--- config.mk ---
export PLATFORM = sky130hd
export DESIGN_NAME = restoring_divider_ctrl_flat
export DESIGN_NICKNAME = d
export VERILOG_FILES = /design/src/rtl/divider_if.sv /design/src/rtl/restoring_divider_ctrl.sv /design/src/flat_wrapper.sv
export SDC_FILE = /design/constraint.sdc
export NUM_CORES = 1
export LEC_CHECK = 0
export ABC_AREA = 1
export CAP_MARGIN = 15
export CELL_PAD_IN_SITES_DETAIL_PLACEMENT = 2
export CELL_PAD_IN_SITES_GLOBAL_PLACEMENT = 2
export CORE_ASPECT_RATIO = 0.9
export CORE_MARGIN = 2
export CORE_UTILIZATION = 34
export CTS_CLUSTER_DIAMETER = 40
export DETAILED_ROUTE_END_ITERATION = 8
export GPL_TIMING_DRIVEN = 0
export PLACE_DENSITY = 0.94
export SLEW_MARGIN = 15
export SYNTH_ARGS = -nofsm -noshare
export SYNTH_HDL_FRONTEND = slang
export SYNTH_SLANG_ARGS = --single-unit
--- constraint.sdc ---
create_clock -name clk -period 6.1 [get_ports clk]
set_clock_uncertainty 0.1 [all_clocks]
set_input_delay 1.22 -clock clk [delete_from_list [all_inputs] [get_ports clk]]
set_output_delay 1.22 -clock clk [all_outputs]
set_load 0.01 [all_outputs]
--- src/rtl/divider_if.sv ---
// Start/done handshake bundle between a requester and restoring_divider_ctrl.
// The abort request exists only when DIVIDER_ABORT_EN is defined.
interface divider_if #(
    parameter int unsigned N = 8
);
    logic         start;
    logic [N-1:0] dividend;
    logic [N-1:0] divisor;
    logic         busy;
    logic         done;
    logic [N-1:0] quotient;
    logic [N-1:0] remainder;
    logic         div_by_zero;
`ifdef DIVIDER_ABORT_EN
    logic         abort;
`endif

    modport master (
`ifdef DIVIDER_ABORT_EN
        output abort,
`endif
        output start, dividend, divisor,
        input  busy, done, quotient, remainder, div_by_zero
    );

    modport slave (
`ifdef DIVIDER_ABORT_EN
        input  abort,
`endif
        input  start, dividend, divisor,
        output busy, done, quotient, remainder, div_by_zero
    );
endinterface

--- src/rtl/restoring_divider_ctrl.sv ---
// Sequential unsigned restoring divider: one ripple-borrow trial subtraction per cycle.
// Optional feature macro: DIVIDER_ABORT_EN adds an abort request that cancels a running division.
module restoring_divider_ctrl #(
    parameter int unsigned N = 8
) (
    input logic      clk,
    input logic      rst_n,
    divider_if.slave bus
);
    localparam int unsigned CW = $clog2(N) + 1;

    typedef enum logic [1:0] {IDLE, RUN, DONE} state_t;

    state_t       state;
    logic [N-1:0] q_sr;
    logic [N-1:0] d_reg;
    logic [N:0]   r_reg;
    logic [CW-1:0] count;
    logic         busy_r;
    logic         done_r;
    logic         dbz_r;
    logic [N-1:0] quo_r;
    logic [N-1:0] rem_r;

    logic [N:0]   trial;
    logic [N:0]   diff;
    logic         borrow;
    logic [N:0]   r_next;
    logic [N-1:0] q_next;

    // (N+1)-bit ripple chain of full subtractors; returns {borrow_out, difference}.
    function automatic logic [N+1:0] ripple_sub(input logic [N:0] a, input logic [N:0] b);
        logic [N:0] d;
        logic       bw;
        bw = 1'b0;
        for (int unsigned i = 0; i < N + 1; i++) begin
            d[i] = a[i] ^ b[i] ^ bw;
            bw   = (~a[i] & b[i]) | (~(a[i] ^ b[i]) & bw);
        end
        return {bw, d};
    endfunction

    // One restoring iteration: a borrow means the divisor did not fit, so keep T.
    always_comb begin
        trial          = {r_reg[N-1:0], q_sr[N-1]};
        {borrow, diff} = ripple_sub(trial, {1'b0, d_reg});
        r_next         = borrow ? trial : diff;
        q_next         = {q_sr[N-2:0], ~borrow};
    end

    always_ff @(posedge clk or negedge rst_n) begin
        if (!rst_n) begin
            state  <= IDLE;
            q_sr   <= '0;
            d_reg  <= '0;
            r_reg  <= '0;
            count  <= '0;
            busy_r <= 1'b0;
            done_r <= 1'b0;
            dbz_r  <= 1'b0;
            quo_r  <= '0;
            rem_r  <= '0;
        end else begin
            case (state)
                IDLE: begin
                    done_r <= 1'b0;
                    if (bus.start) begin
                        if (bus.divisor == '0) begin
                            quo_r  <= '1;
                            rem_r  <= bus.dividend;
                            dbz_r  <= 1'b1;
                            done_r <= 1'b1;
                            state  <= DONE;
                        end else begin
                            q_sr   <= bus.dividend;
                            d_reg  <= bus.divisor;
                            r_reg  <= '0;
                            count  <= '0;
                            busy_r <= 1'b1;
                            state  <= RUN;
                        end
                    end
                end
                RUN: begin
`ifdef DIVIDER_ABORT_EN
                    if (bus.abort) begin
                        busy_r <= 1'b0;
                        state  <= IDLE;
                    end else
`endif
                    begin
                        q_sr  <= q_next;
                        r_reg <= r_next;
                        count <= count + CW'(1);
                        if (count == CW'(N - 1)) begin
                            quo_r  <= q_next;
                            rem_r  <= r_next[N-1:0];
                            dbz_r  <= 1'b0;
                            busy_r <= 1'b0;
                            done_r <= 1'b1;
                            state  <= DONE;
                        end
                    end
                end
                DONE: begin
                    done_r <= 1'b0;
                    state  <= IDLE;
                end
                default: begin
                    busy_r <= 1'b0;
                    done_r <= 1'b0;
                    state  <= IDLE;
                end
            endcase
        end
    end

    assign bus.busy        = busy_r;
    assign bus.done        = done_r;
    assign bus.quotient    = quo_r;
    assign bus.remainder   = rem_r;
    assign bus.div_by_zero = dbz_r;
endmodule

--- src/flat_wrapper.sv ---
// flat-port wrapper written by rule: the top's interface ports become plain ports
module restoring_divider_ctrl_flat 
#(
    parameter int unsigned N = 8
)
  (clk, rst_n, bus_start, bus_dividend, bus_divisor, bus_busy, bus_done, bus_quotient, bus_remainder, bus_div_by_zero);
  divider_if #(.N(N)) bus_i ();
  input logic clk;
  input logic rst_n;
  input wire logic [$bits(bus_i.start)-1:0] bus_start;
  input wire logic [$bits(bus_i.dividend)-1:0] bus_dividend;
  input wire logic [$bits(bus_i.divisor)-1:0] bus_divisor;
  output wire logic [$bits(bus_i.busy)-1:0] bus_busy;
  output wire logic [$bits(bus_i.done)-1:0] bus_done;
  output wire logic [$bits(bus_i.quotient)-1:0] bus_quotient;
  output wire logic [$bits(bus_i.remainder)-1:0] bus_remainder;
  output wire logic [$bits(bus_i.div_by_zero)-1:0] bus_div_by_zero;
  assign bus_i.start = bus_start;
  assign bus_i.dividend = bus_dividend;
  assign bus_i.divisor = bus_divisor;
  assign bus_busy = bus_i.busy;
  assign bus_done = bus_i.done;
  assign bus_quotient = bus_i.quotient;
  assign bus_remainder = bus_i.remainder;
  assign bus_div_by_zero = bus_i.div_by_zero;
  restoring_divider_ctrl #(.N(N)) u_core (.clk(clk), .rst_n(rst_n), .bus(bus_i));
endmodule
-- After elaboration in Yosys (flattened, before gate mapping)
Cells that the tools add are included.
Widths: inputs -> output; s select.
- $add $sub $neg: 1
- multiply operators: 0
- divide/modulo/power cells: 0
- magnitude comparators: 0
- equality and inequality tests: 7
- shift-type cells: 0
- mux-type cells: 33
- bitwise gates (word level): 57
- reduce and logical (&&, ||, !) cells: 8
- operator list (cell ; count):
    $mux 8 ; 11
    $pmux 8 s2 ; 4
    $not 1->1 ; 19
    $and 1x1->1 ; 16
    $xor 1x1->1 ; 15
    $logic_not 8->1 ; 1
    $mux 1 ; 8
    $mux 4 ; 2
    $pmux 4 s2 ; 1
    $reduce_and 4->1 ; 2
    $or 1x1->1 ; 7
    $mux 2 ; 3
    $reduce_and 3->1 ; 2
    $add 4x1->4 const B ; 1
    $eq 4x3->1 const B ; 1
    $ne 2x1->1 const B ; 2
    $ne 2x2->1 const B ; 2
    $pmux 1 s2 ; 2
    $pmux 2 s2 ; 1
    $pmux 1 s3 ; 1
    $eq 2x1->1 const B ; 1
    $eq 2x2->1 const B ; 1
    $logic_not 2->1 ; 1
    $reduce_and 2->1 ; 1
    $reduce_bool 2->1 ; 1
- register bits after elaboration: 49
- latch bits: 0
- memory bits (writable): 0
- ROM bits: 0
- input port bits: 19
- memories: 0

-- Logic depth before layout (Yosys ltp)
- depth in word-level cells: 20
- depth in mapped cells: 15
- mapped depth without buffers: 15

-- Worst setup path after synthesis
Ideal clock, no wire load.
- path kind: register -> register
- start: register u_core.d_reg[0]
- end: register u_core.rem_r[0], in the netlist u_core.bus.remainder[0]
- library setup time: 0.118 ns
- arrival: 3.748 ns
- required time: 5.882 ns
- path slack: 2.135 ns
- stages on the path, launching flop included: 15
- buffers on the path: 0
- clock period less this slack: 3.965 ns
- cells stage by stage: dfrtp_1 > ha_1 > fa_1 > fa_1 > fa_1 > fa_1 > fa_1 > fa_1 > fa_1 > nand2_1 > nor2_2 > nand2_1 > nand3_1 > nand3_1 > nand2_1
- longest elaborated chain between the ends: 19
- elaborated cells between the ends (all ways): 20
- those cells by class: mux (3); bitwise (17)
- RTL lines (element ; line ; source):
    start: declaration ; restoring_divider_ctrl.sv:16 ; logic [N-1:0] d_reg;
    start signal: assignment ; restoring_divider_ctrl.sv:76 ; d_reg <= bus.divisor;
    $and 1x1->1 (2 in series) ; restoring_divider_ctrl.sv:38 ; bw = (~a[i] & b[i]) | (~(a[i] ^ b[i]) & bw);
    $or 1x1->1 ; restoring_divider_ctrl.sv:38 ;
    $and 1x1->1 ; restoring_divider_ctrl.sv:38 ;
    $or 1x1->1 ; restoring_divider_ctrl.sv:38 ;
    $and 1x1->1 ; restoring_divider_ctrl.sv:38 ;
    $or 1x1->1 ; restoring_divider_ctrl.sv:38 ;
    $and 1x1->1 ; restoring_divider_ctrl.sv:38 ;
    $or 1x1->1 ; restoring_divider_ctrl.sv:38 ;
    [... 2 more ...] ; - ;
    $and 1x1->1 ; restoring_divider_ctrl.sv:38 ;
    $or 1x1->1 ; restoring_divider_ctrl.sv:38 ;
    $and 1x1->1 ; restoring_divider_ctrl.sv:38 ;
    $or 1x1->1 ; restoring_divider_ctrl.sv:38 ;
    $and 1x1->1 ; restoring_divider_ctrl.sv:38 ;
    $mux 8 * ; restoring_divider_ctrl.sv:47 ; r_next = borrow ? trial : diff;
    $mux 8 * ; restoring_divider_ctrl.sv:95 ; if (count == CW'(N - 1)) begin
    $pmux 8 s2 * ; restoring_divider_ctrl.sv:64 ; case (state)
    end signal: assignment ; restoring_divider_ctrl.sv:70 ; rem_r <= bus.dividend;
    end signal: assignment ; restoring_divider_ctrl.sv:97 ; rem_r <= r_next[N-1:0];
    end: declaration ; restoring_divider_ctrl.sv:23 ; logic [N-1:0] rem_r;
Mark *: on every way between the ends. The rest lies on a longest branch, timed or not. The select of a mux whose other input is x is not followed.
A chain may end at the register's enable or synchronous reset.

-- Final worst setup path
- start: register u_core.q_sr[7]
- end: register u_core.rem_r[0], in the netlist u_core.bus.remainder[0]
- longest elaborated chain between the ends: 20
- elaborated cells between the ends (all ways): 21
- those cells by class: mux (3); bitwise (18)
- RTL lines (element ; line ; source):
    start: declaration ; restoring_divider_ctrl.sv:15 ; logic [N-1:0] q_sr;
    start signal: assignment ; restoring_divider_ctrl.sv:75 ; q_sr <= bus.dividend;
    start signal: assignment ; restoring_divider_ctrl.sv:92 ; q_sr <= q_next;
    $not 1->1 ; restoring_divider_ctrl.sv:38 ;
    $and 1x1->1 (2 in series) ; restoring_divider_ctrl.sv:38 ;
    $or 1x1->1 ; restoring_divider_ctrl.sv:38 ;
    $and 1x1->1 ; restoring_divider_ctrl.sv:38 ;
    $or 1x1->1 ; restoring_divider_ctrl.sv:38 ;
    $and 1x1->1 ; restoring_divider_ctrl.sv:38 ;
    $or 1x1->1 ; restoring_divider_ctrl.sv:38 ;
    $and 1x1->1 ; restoring_divider_ctrl.sv:38 ;
    [... 3 more ...] ; - ;
    $and 1x1->1 ; restoring_divider_ctrl.sv:38 ;
    $or 1x1->1 ; restoring_divider_ctrl.sv:38 ;
    $and 1x1->1 ; restoring_divider_ctrl.sv:38 ;
    $or 1x1->1 ; restoring_divider_ctrl.sv:38 ;
    $and 1x1->1 ; restoring_divider_ctrl.sv:38 ;
    $mux 8 * ; restoring_divider_ctrl.sv:47 ;
    $mux 8 * ; restoring_divider_ctrl.sv:95 ;
    $pmux 8 s2 * ; restoring_divider_ctrl.sv:64 ;
Marked as above.

==> results.ini <==
[outcome]
status = completed

[worst_setup_path]
cp_cell_sequence = inv_1, ha_1, fa_1, fa_1, fa_1, fa_1, fa_1, fa_1, fa_1, nand2_1, nor2_2, nand2_1, nand3_1, nand3_1, nand2_1
crit_path_top_delay_cell = dfrtp_1
end_kind = flop
rr_endpoint = u_core.bus.remainder[0]
crit_family = adder cells
cp.buffers_inverters = 1
critPathMaxFanout = 10
critPathArrivalTime_ns = 4.56
worst_path_largest_cell_delay_ns = 0.41
ff2ff_path_depth = 15
r2r-start = u_core.q_sr[7]
setup.worst_path.class = flop to flop
critPathLaunchType = flop
ff2ff_setup_slack_ns = 1.65
cp_num_cells = 15
cp_common_cell = fa_1
setup.worst_path.start = u_core.q_sr[7]
critPathRequiredTime_ns = 6.21

[timing]
finalHoldViolCount = 0
setup_violations = 0
tightest_slew_ns = 0.443
grt_setup_unrepaired = no
slew_viol_final = 0
fin_setup_tns_ns = 0
period_minus_slack_ns = 4.45
max_freq_mhz = 225
timing.final.crit_share_pct = 72.9
relSlewSlack_pct = 70.5

[floorplan]
fp.dieW_um = 95.6
core.rowCount = 30
io_pins = 38
start_util_pct = 34.6
die_height_um = 86.5
core_area_um2 = 7430
die_area_um2 = 8270

[synth]
async_flop_share_pct = 100
synth_most_common_cell = nand2_1
synthTopCellsByCount = nand2_1, dfrtp_1, nand3_1, inv_1
netlist_area_um2 = 2570
ys_warn_count = 0
synth_edf_count = 0
synthTopCellsByArea = dfrtp_1, nand2_1, nand3_1
synth_cell_type_count = 26
yosysSeqAreaShare_pct = 47.7
syn_inst = 309
yosys.area.top_type = dfrtp_1
ys_seq_elements = 49
yosysTopAreaCellShare_pct = 47.7
ys.flop_type = dfrtp_1
avgSynthCellArea_um2 = 8.31
synthesis.nets = 337

[pwr]
pwr-share-clk_pct = 13.7
p_total_uw = 1820
power_density_nw_per_um2 = 571
p_sw_share_pct = 43.8
power_frac_comb_pct = 54.2
p_leak_uw = 0.00158
ir_drop_uv = 223
seqPwrFrac_pct = 32.1
p_sw_uw = 799
p_int_uw = 1020

[final_layout]
final_net_count = 382
syn_to_final_growth_pct = 24.4
multi_input_area_um2 = 1190
nFillCells = 853
design_area_um2 = 3190
register_area_um2 = 1230
drive_gt1_share_pct = 10.4
antennaDiodeCount = 0

[grt]
antenna_found_initial = 0
grt_pass1_vias = 2484
grt_max_degree = 34
grt_overflow_total = 0
grt_usage_pct = 20.1
grt_pass1_wl_um = 12600

[placed_design]
routabilityCongestion = 0.752
dp_hpwl_um = 5710
portBuffers = 37
place_area_um2 = 3070

[flow_run]
max_cap_viol_count = 0

[detailed_routing]
vias_per_cell = 4.93
drtPass1Iterations = 4
drt_first_iter_violations = 67
post-route-drc-count = 0
vias = 2222
post_drt_wl_per_cell_um = 16.3
wl_um = 7350
antenna_left = 0

[worst_hold_path]
holdPathStages = 2
hold_path_end = u_core.count[3]
hp-class = flop to flop
hp-start = u_core.count[3]

[clock_network]
htreeDepth = 2
worstSkewPairLatency_ns = 0.31
cts-buffers-inserted = 5
clk_pin_slew_ns = 0.10
cts-root-buf = clkbuf_8
tritoncts = done
postCtsSetupBuffers = 0
cts_num_sinks = 49
cts_buffer_depth = 2
ctsHoldBuffers = 0
cts.repair.resized = 0

-- worst min-delay path, stage by stage, from the launching register on --
cell and delay, ns:
dfrtp_1 0.35, nand2_1 0.05, nand2_1 0.04
-- layout by cell type (no fill, tap or decap), types with 2 or more instances in the layout --
| master | n |
|---|---|
| buf_2 | 5 |
| inv_2 | 3 |
| nand2_1 | 128 |
| or2_2 | 2 |
| nand3b_1 | 9 |
| buf_4 | 4 |
| fa_1 | 7 |
| nand3_2 | 2 |
| and2_1 | 8 |
| dfrtp_1 | 49 |
| nor2_2 | 3 |
| clkbuf_8 | 6 |
| o21ai_0 | 8 |
| nand2_2 | 3 |
| inv_1 | 20 |
| nand4_1 | 9 |
| nor2_1 | 6 |
| clkdlybuf4s50_1 | 36 |
| nand3_1 | 34 |
| ha_1 | 2 |
-- through the flow --
stage / hold WS [ns] / utilization [%] / std cells / setup slack, ns
global route: 0.417 / 43.0 / 451 / 1.38
finish: 0.378 / 43.0 / 451 / 1.65
detailed placement: 0.363 / 41.4 / 443 / 1.63
floorplan: 0.342 / - / 309 / 2.13
CTS: 0.387 / 43.0 / 451 / 1.60
global placement: 0.353 / 41.2 / 442 / 1.76
-- power groups by stage --
| stage | registers [uW] | clock network, uW | logic (uW) |
|---|---|---|---|
| 2_1_floorplan | 591 | 0 | 624 |
| 3_3_place_gp | 578 | 0 | 931 |
| 3_5_place_dp | 593 | 0 | 1000 |
| 4_1_cts | 588 | 256 | 1010 |
| 5_1_grt | 605 | 270 | 1140 |
| 6_report | 585 | 249 | 989 |
-- final cells by class --
cell class / instances / share of cell area, %
Multi-Input combinational cell: 227 / 37.3
Timing Repair Buffer: 38 / 12.1
Clock buffer: 6 / 2.59
Clock inverter: 2 / 1.18
Buffer: 10 / 2.04
Inverter: 23 / 2.70
Tap cell: 96 / 3.76
Sequential cell: 49 / 38.4
-- worst max path at each step --
stage | to | slack [ns]
after detailed placement | u_core.bus.remainder[0] | 1.63
final | u_core.bus.remainder[0] | 1.65
after floorplan | u_core.bus.remainder[0] | 2.13
after global placement | u_core.bus.remainder[0] | 1.76
after global routing | u_core.bus.remainder[7] | 1.38
after CTS | u_core.bus.remainder[0] | 1.60
-- per-layer routing --
layer / wire length (um) / GRT usage (%) / part of all wire, % / up-vias
met4: 79 / 5.06 / 1.1 / 0
met5: 0 / 0 / 0 / -
met1: 3310 / 25.6 / 45 / 1101
met2: 3670 / 35.3 / 50 / 44
met3: 296 / 3.48 / 4.0 / 7
li1: - / - / - / 1070
-- logic make-up (layout without fill, tap and decap cells) --
logic type,Yosys count,after routing,share of synthesized area (%)
AND/OR/NAND/NOR,206,206,36.6
buffers and inverters,33,79,5.89
adder cells (fa/ha/maj),9,9,6.43
AO/OA/AOI/OAI,12,12,3.36
flip-flops,49,49,47.7
Power figures use the tool's default switching activity.
